## config.mk

```make
export PLATFORM = sky130hd
export DESIGN_NAME = wb_queue
export DESIGN_NICKNAME = d
export VERILOG_FILES = /design/src/rtl/wb_queue.sv
export SDC_FILE = /design/constraint.sdc
export NUM_CORES = 1
export LEC_CHECK = 0
export ABC_AREA = 1
export CAP_MARGIN = 0
export CORE_AREA = 2 2 188 153
export DETAILED_ROUTE_END_ITERATION = 7
export DIE_AREA = 0 0 190 155
export PLACE_DENSITY_LB_ADDON = 0.1
export SLEW_MARGIN = 10
export SYNTH_ARGS = -nofsm -noshare
export SYNTH_HDL_FRONTEND = slang
export SYNTH_SLANG_ARGS = --single-unit
```

## constraint.sdc

```tcl
create_clock -name clk_i -period 3.11 [get_ports clk_i]
set_input_delay 0.311 -clock clk_i [delete_from_list [all_inputs] [get_ports clk_i]]
set_output_delay 0.311 -clock clk_i [all_outputs]
set_load 0.005 [all_outputs]
```

## src/rtl/wb_queue.sv

```systemverilog
// wb_queue: register-file write-back queue.
//   Buffers register write-back requests in a circular FIFO and drains them
//   into the register-file write port one per cycle, in acceptance order.
//   Pending entries can be looked up by operand address so that readers can
//   detect a pending write and take its data as a bypass.
//
// Ports
//   clk_i            clock, rising edge
//   rst_i            asynchronous active-high reset, discards all entries
//   wr_valid_i       write-back request valid
//   wr_ready_o       queue can accept a request this cycle
//   wr_addr_i        destination register (0 = no write, handshake only)
//   wr_data_i        destination register data
//   stall_i          register-file write port unavailable this cycle
//   RegWrite_o       register-file write strobe
//   RDaddr_o         register-file write address (head entry, 0 when empty)
//   RDdata_o         register-file write data (head entry, 0 when empty)
//   RSaddr_i/RTaddr_i  operand addresses for pending-write lookup
//   RS_hit_o/RT_hit_o  operand has a pending write
//   RS_fwd_o/RT_fwd_o  data of the youngest pending write to the operand
//   count_o          number of valid entries
module wb_queue #(
    parameter int unsigned DEPTH = 4
) (
    input  logic                       clk_i,
    input  logic                       rst_i,
    input  logic                       wr_valid_i,
    output logic                       wr_ready_o,
    input  logic [4:0]                 wr_addr_i,
    input  logic [31:0]                wr_data_i,
    input  logic                       stall_i,
    output logic                       RegWrite_o,
    output logic [4:0]                 RDaddr_o,
    output logic [31:0]                RDdata_o,
    input  logic [4:0]                 RSaddr_i,
    input  logic [4:0]                 RTaddr_i,
    output logic                       RS_hit_o,
    output logic                       RT_hit_o,
    output logic [31:0]                RS_fwd_o,
    output logic [31:0]                RT_fwd_o,
    output logic [$clog2(DEPTH):0]     count_o
);

    localparam int unsigned PW = $clog2(DEPTH);
    localparam int unsigned CW = $clog2(DEPTH) + 1;

    logic [4:0]    addr_q [DEPTH];
    logic [31:0]   data_q [DEPTH];
    logic [PW-1:0] head;
    logic [PW-1:0] tail;
    logic [CW-1:0] count;

    logic          not_empty;
    logic          push;
    logic          pop;
    logic [32:0]   rs_res;
    logic [32:0]   rt_res;

    assign not_empty  = (count != '0);
    // Ready depends only on the registered count, never on a same-cycle pop.
    assign wr_ready_o = (count < CW'(DEPTH));
    // Requests to register 0 complete the handshake but are dropped.
    assign push       = wr_valid_i && wr_ready_o && (wr_addr_i != '0);
    assign RegWrite_o = not_empty && !stall_i;
    assign pop        = RegWrite_o;

    // Outputs come only from stored entries; no fall-through from wr_data_i.
    assign RDaddr_o   = not_empty ? addr_q[head] : '0;
    assign RDdata_o   = not_empty ? data_q[head] : '0;
    assign count_o    = count;

    always_ff @(posedge clk_i or posedge rst_i) begin
        if (rst_i) begin
            head  <= '0;
            tail  <= '0;
            count <= '0;
        end else begin
            if (push) begin
                tail <= tail + PW'(1);
            end
            if (pop) begin
                head <= head + PW'(1);
            end
            case ({push, pop})
                2'b10:   count <= count + CW'(1);
                2'b01:   count <= count - CW'(1);
                default: count <= count;
            endcase
        end
    end

    // Storage needs no reset: entries are only visible through count.
    always_ff @(posedge clk_i) begin
        if (push) begin
            addr_q[tail] <= wr_addr_i;
            data_q[tail] <= wr_data_i;
        end
    end

    // Walk entries oldest to youngest so the last match (youngest) wins.
    // The head entry is included even when it is being popped this cycle.
    function automatic logic [32:0] lookup(input logic [4:0] a);
        logic [32:0]   r;
        logic [PW-1:0] idx;
        r = '0;
        for (int unsigned i = 0; i < DEPTH; i++) begin
            idx = head + PW'(i);
            if ((a != '0) && (CW'(i) < count) && (addr_q[idx] == a)) begin
                r = {1'b1, data_q[idx]};
            end
        end
        return r;
    endfunction

    always_comb begin
        rs_res = lookup(RSaddr_i);
        rt_res = lookup(RTaddr_i);
    end

    assign RS_hit_o = rs_res[32];
    assign RS_fwd_o = rs_res[31:0];
    assign RT_hit_o = rt_res[32];
    assign RT_fwd_o = rt_res[31:0];

endmodule
```

* After elaboration in Yosys (flattened, before gate mapping)
Memory sizes are Yosys's and may differ from the RTL's.
Cells that the tools add are included.
** Word-level totals
- Memories :: 2
- Register bits :: 7
- Output and inout bits :: 108
- Bits in writable memories :: 148
** Memories
- data_q :: words 4, bits a word 32, read ports 4, clocked after memory_dff 0, write ports 1, RTL line 48 : logic [31:0] data_q [DEPTH];
- addr_q :: words 4, bits a word 5, read ports 4, clocked after memory_dff 0, write ports 1, RTL line 47 : logic [4:0] addr_q [DEPTH];
** Operators by class
- Equal/unequal tests :: 10
- $add $sub $neg :: 6
- $lt $le $gt $ge :: 5
- Muxes and demuxes :: 13
- Reductions and logical operators :: 25
** Operator list (count)
- $mux W33 :: 8
- $eq A5 B5 Y1 :: 8
- $mux W32 :: 1
- $logic_and A1 B1 Y1 :: 19
- $reduce_bool A5 Y1 :: 3
- $lt A1 B3 Y1 const A :: 2
- $lt A2 B3 Y1 const A :: 2
- $pmux W3 S2 :: 1
- $mux W5 :: 1
- $add A2 B1 Y2 const B :: 2
- $add A2 B2 Y2 const B :: 2
- $add A3 B1 Y3 const B :: 1
- $lt A3 B3 Y1 const B :: 1
- $reduce_bool A3 Y1 :: 1
- $sub A3 B1 Y3 const B :: 1
- $eq A2 B1 Y1 const B :: 1
- $eq A2 B2 Y1 const B :: 1
- $mux W1 :: 2
- $reduce_bool A2 Y1 :: 1
- $logic_not A1 Y1 :: 1

* Depth between registers and ports, before layout
Gate-level depths: netlist of run 1.
- Depth in word-level cells :: 7
- Depth in mapped cells :: 18

* Worst setup path after synthesis of run 1
Ideal clock, no wire load.
- Path type :: reg-to-reg
- Start :: register count[2], in the netlist count_o[2]
- End :: memory addr_q[0][0], enable pin
- Slack :: 0.283 ns
- Stages on the path, launching flop included :: 4
- Arrival time :: 2.396 ns
- Buffers on the path :: 0
- Library setup time :: 0.431 ns
- Cell sequence :: dfrtp_1 > inv_1 > o311ai_2 > nor2_1
** On the way
- Longest elaborated chain between the ends :: 5
** Ends and longest elaborated chain
- start: declaration :: RTL line 51 : logic [CW-1:0] count;
- start signal: assignment :: RTL line 85 : 2'b10: count <= count + CW'(1);
- start signal: assignment :: RTL line 86 : 2'b01: count <= count - CW'(1);
- start signal: assignment :: RTL line 87 : default: count <= count;
- $lt A3 B3 Y1 :: RTL line 61 : assign wr_ready_o = (count < CW'(DEPTH));
- via wr_ready_o :: RTL line 28 : output logic wr_ready_o,
- $logic_and A1 B1 Y1 (2 in series) :: RTL line 63 : assign push = wr_valid_i && wr_ready_o && (wr_addr_i != '0);
- $mux W1 :: RTL line 94 : if (push) begin
- $mux W1 (implied by the code) :: RTL line 95 : addr_q[tail] <= wr_addr_i;
- end: declaration :: RTL line 47
The timed path passes the listed nets, and every way through them passes these cells.

* Worst setup path in the final report of run 1
- Start :: register head[0]
- End :: output port RT_fwd_o[22]
** On the way
- Longest elaborated chain between the ends :: 7
- Elaborated cells on any way between the ends :: 17
- Classes of those cells :: 3 x add/sub; 4 x eq/ne; 4 x mux; 4 x reduce/logical; 2 x memory
** Ends and longest elaborated chain
- start: declaration :: RTL line 49 : logic [PW-1:0] head;
- start signal: assignment :: RTL line 82 : head <= head + PW'(1);
- $add A2 B1 Y2 or $mem_v2 Z4 W5 (tied branches)
- $mem_v2 Z4 W5 or $eq A5 B5 Y1 (tied branches)
- $eq A5 B5 Y1 or $logic_and A1 B1 Y1 (tied branches) :: RTL line 108 : if ((a != '0) && (CW'(i) < count) && (addr_q[idx] == a)) begin
- $logic_and A1 B1 Y1 or $mux W33 (tied branches) :: RTL line 108
- $mux W33 (2 in series) :: RTL line 108
- $mux W33 (*) :: RTL line 108
- end: declaration :: RTL line 40 : output logic [31:0] RT_fwd_o,
Mark *: on every way between the ends. The rest lies on a longest branch, timed or not.

==> impl.org, run 1 <==
** Detailed routing
- The routed design has 48800 um of wire.
- Residual antenna-violating net count after detailed routing :: 0
- Wire length per cell :: 19.5 um
- After detailed routing, the number of vias per cell comes to 5.62.
- Router iterations before antenna repair :: 6
- Number of DRC violations after detailed routing :: 0
- Initial drt markers :: 1947
- Detailed routing inserted a total of 14000 vias.

** Layout
- Number of antenna repair diodes :: 0
- Footprint of the multi-input gates :: 0.00724 mm^2
- The area growth from synthesis to layout is 41.8%.
- At the end of the flow the core is filled with cells to 62.7%.
- After routing the design area is 0.0174 mm^2.
- Counting the fill cells in the layout gives 2404.
- Fraction of layout instances using a drive strength above 1 :: 22.8%
- Register area :: 0.00463 mm^2
- Final #Nets :: 2176

** Die
- Boundary Pins :: 159
- The core region is 0.0277 mm^2.
- Y dimension of the die :: 155 um
- The initial utilization of the core area, before any placement, comes to 44.2%.
- Total Die Area :: 0.0295 mm^2
- Measured along the x axis, the die boundary spans 190 um.
- The initialized floorplan defines 55 standard-cell rows.

** Logic synthesis
- Top area cells in the synthesized netlist :: sky130_fd_sc_hd__edfxtp_1, sky130_fd_sc_hd__nand2_1, sky130_fd_sc_hd__o21ai_0
- Yosys synthesis warning count :: 0
- Synthesized instance count :: 1883
- Summed over all instances, the cell type with the most area after synthesis is sky130_fd_sc_hd__edfxtp_1.
- Yosys mapped a number of flops with a built-in enable equal to 148.
- Summed over its instances, the top area cell type makes up 36.2% of the synthesized netlist area.
- Number of nets produced by synthesis :: 1943
- Ys flop type :: sky130_fd_sc_hd__edfxtp_1
- The synthesized design contains 155 register bits.
- Commonest cells post-synth :: sky130_fd_sc_hd__nand2_1, sky130_fd_sc_hd__nor2_1, sky130_fd_sc_hd__o21ai_0, sky130_fd_sc_hd__inv_1, sky130_fd_sc_hd__edfxtp_1
- A synthesized cell averages 6.51 um^2.
- The synthesized netlist occupies a cell area of 0.0123 mm^2.
- Most frequent cell after synthesis :: sky130_fd_sc_hd__nand2_1
- Post-synthesis cell type count :: 31
- The share of the Yosys chip area taken by registers is 37.7%.
- Share of async-settable or async-resettable flops after synthesis :: 4.52%

** CTS
- The tree is rooted in a sky130_fd_sc_hd__clkbuf_16.
- Clock Latency Late Sink :: 450 ps
- Bufs on Longest Clock Path :: 2
- CTS saw 155 sinks.
- Buffers inserted during clock tree synthesis total 17.
- TritonCTS built the clock tree.
- Clock-pin slew reported for the worst setup and hold paths after clock tree synthesis :: 70 ps
- H-tree Lvls :: 4

** STA
- Timing-limited maximum frequency :: 311 MHz
- Setup repair after global routing could not meet its margin everywhere.
- Slack of the critical path :: -103 ps
- Hold_ws :: 104 ps
- Headroom to the max-slew limit came out at 18.8%.
- Time the final worst path needs with I/O delays and setup :: 3210 ps
- Skew final :: 13.3 ps
- The final count of pins violating max slew is 0.
- For the pin with the worst max-slew slack, the measured transition is 1220 ps.
- Post-route clock period utilization :: 103%
- Setup violations remaining at the end of the flow were counted as 50.
- Total count of hold-check failures in the final report :: 0

** Worst setup path
- Across all register-to-register paths, the minimum setup slack is 580 ps.
- Data on the critical path is required at its endpoint by 2800 ps.
- Largest delay share family, worst path :: simple AND/OR/NAND/NOR gates
- In this run the critical register-to-register path is captured at data_q[3][17]$_DFFE_PP_.
- Along the worst path, the maximum fanout reaches 7.
- Cell count of the worst reg-to-reg path :: 5
- The worst setup path is launched from a flip-flop.
- Data arrives at the worst endpoint at 2900 ps.
- For this run, the slowest stage of the critical path takes 520 ps.
- STA classifies the critical path endpoint as an output port.
- The most critical setup path has its startpoint at head[0]$_DFFE_PP0P_.
- Master of the slowest instance on the critical path :: sky130_fd_sc_hd__dfrtp_4
- The critical path is of the reg2out type.
- The critical path contains buffers and inverters numbering 6 combined.
- In this run the critical register-to-register path is launched from count_o[2]$_DFFE_PP0P_.
- Cell-by-cell trace of the critical path :: buf_6, clkinv_8, buf_12, nand2_4, nand2_4, nand2_4, nand3_2, nand2_2, nor2_4, nand3_4, buf_6, clkbuf_16, nand2_1, nand3_1, nand2_2, nand2_2, buf_6

** Place
- During placement, the flow inserted port buffers numbering 158.
- After legalization and detailed placement, the total HPWL measured 26900 um.
- Once placement finished, the instance area stood at 0.0146 mm^2.
- Post-Place Setup Slack :: 5.16 ps
- Final RePlAce weighted congestion :: 0.919

** Global routing
- Maximum number of pins on one net before global-route repair :: 154
- Number of global-route vias before repair :: 11400
- The initial antenna violation count was 0.
- For this run, the total global-route usage over all layers was measured as 27.7%.
- The first global-routing pass estimated 63300 um of wire.
- Global-route congestion overflow total :: 0

** Run
- Number of maximum-capacitance violations :: 0

** Pwr
- Pwr per Cell Area :: 1090 mW/mm^2
- Peak VDD IR :: 0.754 mV
- Leakage dissipation :: 7.89 nW
- Power consumption :: 0.0190 W

** Status
- The final reports fail on negative setup slack.
- Result of the run :: complete, but fails checks

** Worst hold path
- Class of the tightest hold or removal check :: in2async
[cells by family after synthesis]
kind of cell / after synthesis / share of synthesized area, %
compound gates: 277 / 11.5
xor+xnor: 11 / 0.786
fa+ha+maj: 9 / 0.918
buf+inv: 296 / 10.7
flops: 155 / 37.7
simple gates: 1135 / 38.4
[sequential cells by signal, summed over array words and instances, names as in the netlist]
name / cells
data_q: 128
addr_q: 20
count_o: 3
head: 2
tail: 2
[per-layer routing]
layer | GRT usage (%) | up-vias | wire length, um
met4 | 7.94 | 0 | 1470
met5 | 0 | - | 0
met3 | 4.20 | 142 | 5140
met2 | 42.5 | 857 | 21500
li1 | - | 6571 | -
met1 | 40.6 | 6453 | 20700
[cell usage in the layout, fill, tap and decap left out, types with 39 or more instances in the layout]
cell                              netlist  routed
sky130_fd_sc_hd__buf_4                 13      77
sky130_fd_sc_hd__nand2_1              656     573
sky130_fd_sc_hd__buf_6                  8      39
sky130_fd_sc_hd__o21ai_1               47      48
sky130_fd_sc_hd__edfxtp_1             148     148
sky130_fd_sc_hd__nand2_2                7      72
sky130_fd_sc_hd__o21ai_0              222     211
sky130_fd_sc_hd__nand3_1              115     100
sky130_fd_sc_hd__clkdlybuf4s50_1        0      91
sky130_fd_sc_hd__clkbuf_16              0      42
sky130_fd_sc_hd__nand4_1               65      65
sky130_fd_sc_hd__nor2_1               265     211
sky130_fd_sc_hd__clkbuf_2               0      49
sky130_fd_sc_hd__inv_1                163     161
[through the flow]
step | instances | setup TNS [ps]
2_1_floorplan | 1883 | 0
3_3_place_gp | 2352 | -27.6
3_5_place_dp | 2352 | 0
4_1_cts | 2403 | -2880
5_1_grt | 2497 | -8210
6_report | 2497 | -2290
[worst max path at each step]
stage / to / slack [ps] / depth (start not counted)
after global placement: RS_fwd_o[18] / -30 / 13
after CTS: RS_fwd_o[2] / -190 / 15
after detailed placement: RS_fwd_o[18] / 5 / 13
after global routing: RS_fwd_o[13] / -190 / 18
final: RT_fwd_o[22] / -100 / 17
after floorplan: addr_q[0][0]$_DFFE_PP_ / 280 / 3
[cell type report]
| cell class | instances | share of cell area, % |
|---|---|---|
| Multi-Input combinational cell | 1435 | 41.6 |
| Sequential cell | 155 | 26.6 |
| Timing Repair Buffer | 339 | 22.0 |
| Inverter | 167 | 3.69 |
| Tap cell | 370 | 2.66 |
| Clock buffer | 18 | 2.47 |
| Clock inverter | 12 | 0.864 |
| Timing Repair inverter | 1 | 0.0360 |
[what timing repair did]
action / in CTS / in global routing
gates cloned: 7 / 34
pin swaps: 9 / 101
gates resized for setup: 121 / 367
hold buffers: 0 / 0
setup buffers: 14 / 63
endpoints found under the setup margin: 71 / 75
[report_power, final]
part | switching (W) | total [W] | internal (W)
Combinational | 0.00844 | 0.0140 | 0.00559
Clock | 0.000914 | 0.00216 | 0.00125
Sequential | 0.000163 | 0.00282 | 0.00265
Total | 0.00952 | 0.0190 | 0.00949
Power figures use the tool's default switching activity.
==> run 2, diff against run 1 <==
HOLD_SLACK_MARGIN = 0.02   (was default)
SETUP_SLACK_MARGIN = 0.5   (was default)
TNS_END_PERCENT = 30   (was default)
==> run 2 against run 1 <==
The run still ends with negative setup slack left. Sequential power barely moved. Final cell count shrank 2.9%. Hold slack gained 13 ps. Critical path type unchanged. Combinational power decreased by 12%. Clock skew about the same. Power shrank 9.2%. Core utilization decreased by 4.6 points. Setup slack worse by 150 ps. Final area fell by 7.4%. Non-clock buffer count is 72 lower. Wire length shrank 11%. Fmax is 4.5% lower.
==> impl.org, run 2 (synthesis results as in run 1) <==
** CTS
- The tree is rooted in a sky130_fd_sc_hd__clkbuf_16.
- The H-tree depth is 4 (unchanged).
- Clock Latency Late Sink :: 440 ps (about the same)
- Number of sinks driven by the clock tree :: 155 (unchanged)
- The total CTS buffers came to 17 (unchanged).
- Clock-pin slew reported for the worst setup and hold paths after clock tree synthesis :: 70 ps (about the same)
- Bufs on Longest Clock Path :: 2 (unchanged)
- TritonCTS clock tree :: done

** STA
- Time the final worst path needs with I/O delays and setup :: 3360 ps (+151 ps)
- The final count of pins violating max slew was 0 (unchanged).
- Post-route clock period utilization :: 108% (+4.9 points)
- Timing-limited maximum frequency :: 297 MHz (-4.5%)
- Skew final :: 13.3 ps (-0.0582 ps)
- Final setup violation count :: 51 (+2.0%)
- Max transition margin :: 22.8% (+4.0 points)
- Slack of the critical path :: -255 ps (-151 ps)
- RSZ-0062 raised after global routing :: true
- Slew @ Worst Pin :: 1160 ps (-59.9 ps)
- Total count of hold-check failures in the final report :: 0 (unchanged)

** Layout
- The register with the most flip-flops in the final layout is data_q.
- The layout cell share with drive strength beyond 1 is 12.1% (-11 points).
- Syn-to-layout area delta :: 31.3%
- The library cells used most frequently in the layout, excluding fill and tap cells, are sky130_fd_sc_hd__nand2_1, sky130_fd_sc_hd__nor2_1, sky130_fd_sc_hd__o21ai_0.
- The library cell used most frequently in the layout, excluding fill and tap cells, is sky130_fd_sc_hd__nand2_1.
- Number of flip-flops in the largest register :: 128 (unchanged)
- Final #Nets :: 2103 (-3.4%)
- Post-route insts no fill :: 2425 (-2.9%)

** Global routing
- Maximum number of pins on one net before global-route repair :: 154 (unchanged)
- Number of global-route vias before repair :: 11400 (+0.32%)
- Wire length of the first global-routing pass :: 63600 um (+0.47%)
- The sum of overflow across all layers after global routing was 0 (unchanged).
- The all-layer global routing usage is 27.9% (+0.15 points).
- Initial antenna violation count :: 0 (unchanged)

** Status
- The run finished, with violations left.
- Violated checks :: negative setup slack

** Detailed routing
- The final wirelength is 43300 um (-11%).
- The number of remaining DRC errors is 0 (unchanged).
- The routed via count was 13000 (-7.2%).
- Wire length per cell :: 17.8 um (-8.7%)
- Residual antenna-violating net count after detailed routing :: 0 (unchanged)
- Detail-routed via count per cell :: 5.37 (-4.5%)
- Initial drt markers :: 1578 (-19%)
- The number of detailed-route iterations in the first pass was 6 (unchanged).

** Die
- The die width is 190 um (unchanged).
- Y dimension of the die :: 155 um (unchanged)
- The die area came to 0.0295 mm^2 (unchanged).
- The count of boundary I/O pins is 159 (unchanged).
- The count of standard-cell rows came to 55 (unchanged).
- The initial core utilization came to 44.2% (unchanged).
- CORE AREA :: 0.0277 mm^2 (unchanged)

** Pwr
- Power consumption :: 0.0173 W (-9.2%)
- Peak VDD IR :: 0.812 mV (+7.7%)
- The leakage component of the power was 7.36 nW (-6.8%).
- Pwr per Cell Area :: 1070 mW/mm^2 (-2.0%)

** Place
- Number of buffers added on ports :: 158 (unchanged)
- HPWL after detailed placement :: 26900 um (unchanged)
- Final RePlAce weighted congestion :: 0.919 (unchanged)
- The number of cells after detailed placement was 2352 (unchanged).

** Worst setup path
- Minimum setup slack among reg-to-reg paths :: 720 ps (+140 ps)
- Critical Path AT :: 3050 ps (+150 ps)
- The maximum fanout along the worst path was 11 (+4).
- Largest incremental delay on the critical path :: 560 ps (+40 ps)
- Walking the worst path, the cells encountered are inv_4, buf_8, nand3_1, nand2_2, xor2_1, nor2_4, nand3_4, buf_12, buf_12, nor2_1, nor2_1, nand2_1, nand2_1, clkdlybuf4s50_1.
- STA classifies the critical path startpoint as a flip-flop.
- The worst setup path is of the reg2out kind.
- The required time of the critical path came to 2800 ps (about the same).
- The slowest stage of the critical path is the sky130_fd_sc_hd__dfrtp_4 cell.
- Nature of the critical path endpoint :: output port

** Worst hold path
- Class of the tightest hold or removal check :: in2async

** Run
- The max capacitance violation total was 0 (unchanged).
## run 2: cell count changes in the layout (fill, tap and decap cells not counted), sizes merged, moves of 2 or more
cell | before | now
dlygate4sd2 | 0 | 26
buf | 171 | 103
clkdlybuf4s15 | 0 | 5
clkbuf | 92 | 32
clkinv | 7 | 5
dlymetal6s2s | 2 | 8
clkdlybuf4s50 | 91 | 110
## run 2: layer usage
layer | part of all wire (%) | GRT usage [%] | vias up | routed length (um)
met3 | 9.3 | 4.58 | 62 | 4010
li1 | - | - | 6411 | -
met1 | 45 | 40.1 | 5893 | 19500
met5 | 0 | 0 | - | 0
met2 | 44 | 43.3 | 646 | 19000
met4 | 1.7 | 7.75 | 0 | 748
## run 2: power breakdown
| group | switching, W | internal (W) | total [W] |
|---|---|---|---|
| Sequential | 0.000163 | 0.00266 | 0.00282 |
| Clock | 0.000891 | 0.00125 | 0.00214 |
| Combinational | 0.00750 | 0.00479 | 0.0123 |
| Total | 0.00856 | 0.00870 | 0.0173 |
## run 2: area by class of cell
| cell class | count | area [um^2] |
|---|---|---|
| diodes | 1 | 2.50 |
| fillers | 2550 | 11600 |
| inverters | 167 | 637 |
| multi-input cells | 1435 | 6670 |
| clock buffers | 18 | 429 |
| flip-flops and latches | 155 | 4630 |
| repair buffers | 267 | 3120 |
| well taps | 370 | 463 |
| clock inverters | 12 | 150 |
## run 2: critical path: cells and delay by family, from the launching register on
kind                      cells  cell delay [ps]
DFF                           1              560
and+or+nand+nor               8              700
xor gates and xnor gates      1              240
buffers and inverters         5             1100
## run 2: path summary, 6_finish.rpt
| check | start | end | depth (start not counted) |
|---|---|---|---|
| min in group clk_i | wr_data_i[15] | data_q[1][15]$_DFFE_PP_ | 1 |
| setup reg to reg | count_o[2]$_DFFE_PP0P_ | data_q[3][22]$_DFFE_PP_ | 5 |
| hold / removal | rst_i | count_o[2]$_DFFE_PP0P_ | 2 |
| max in group asynchronous | rst_i | head[1]$_DFFE_PP0P_ | 2 |
| setup / recovery | head[1]$_DFFE_PP0P_ | RT_fwd_o[26] | 14 |
| hold reg to reg | count_o[0]$_DFFE_PP0P_ | count_o[0]$_DFFE_PP0P_ | 1 |
## run 2: what timing repair did
action / CTS / global route
buffers inserted: 13 / 12
gates resized for setup: 119 / 61
setup endpoints to repair: 101 / 128
gates cloned: 7 / 10
pin swaps: 12 / 11
hold buffers: 0 / 0
## run 2: stage by stage
step	setup slack [ps]	setup TNS (ps)	instance area [um^2]	utilization, %	hold WS (ps)
final	-255	-7080	16100	58.0	117
after global placement	-27.6	-27.6	14600	52.7	557
after CTS	-240	-5110	15600	56.4	103
after floorplan	283	0	12300	-	114
after detailed placement	5.16	0	14600	52.7	557
after global routing	-378	-14940	16100	58.0	171
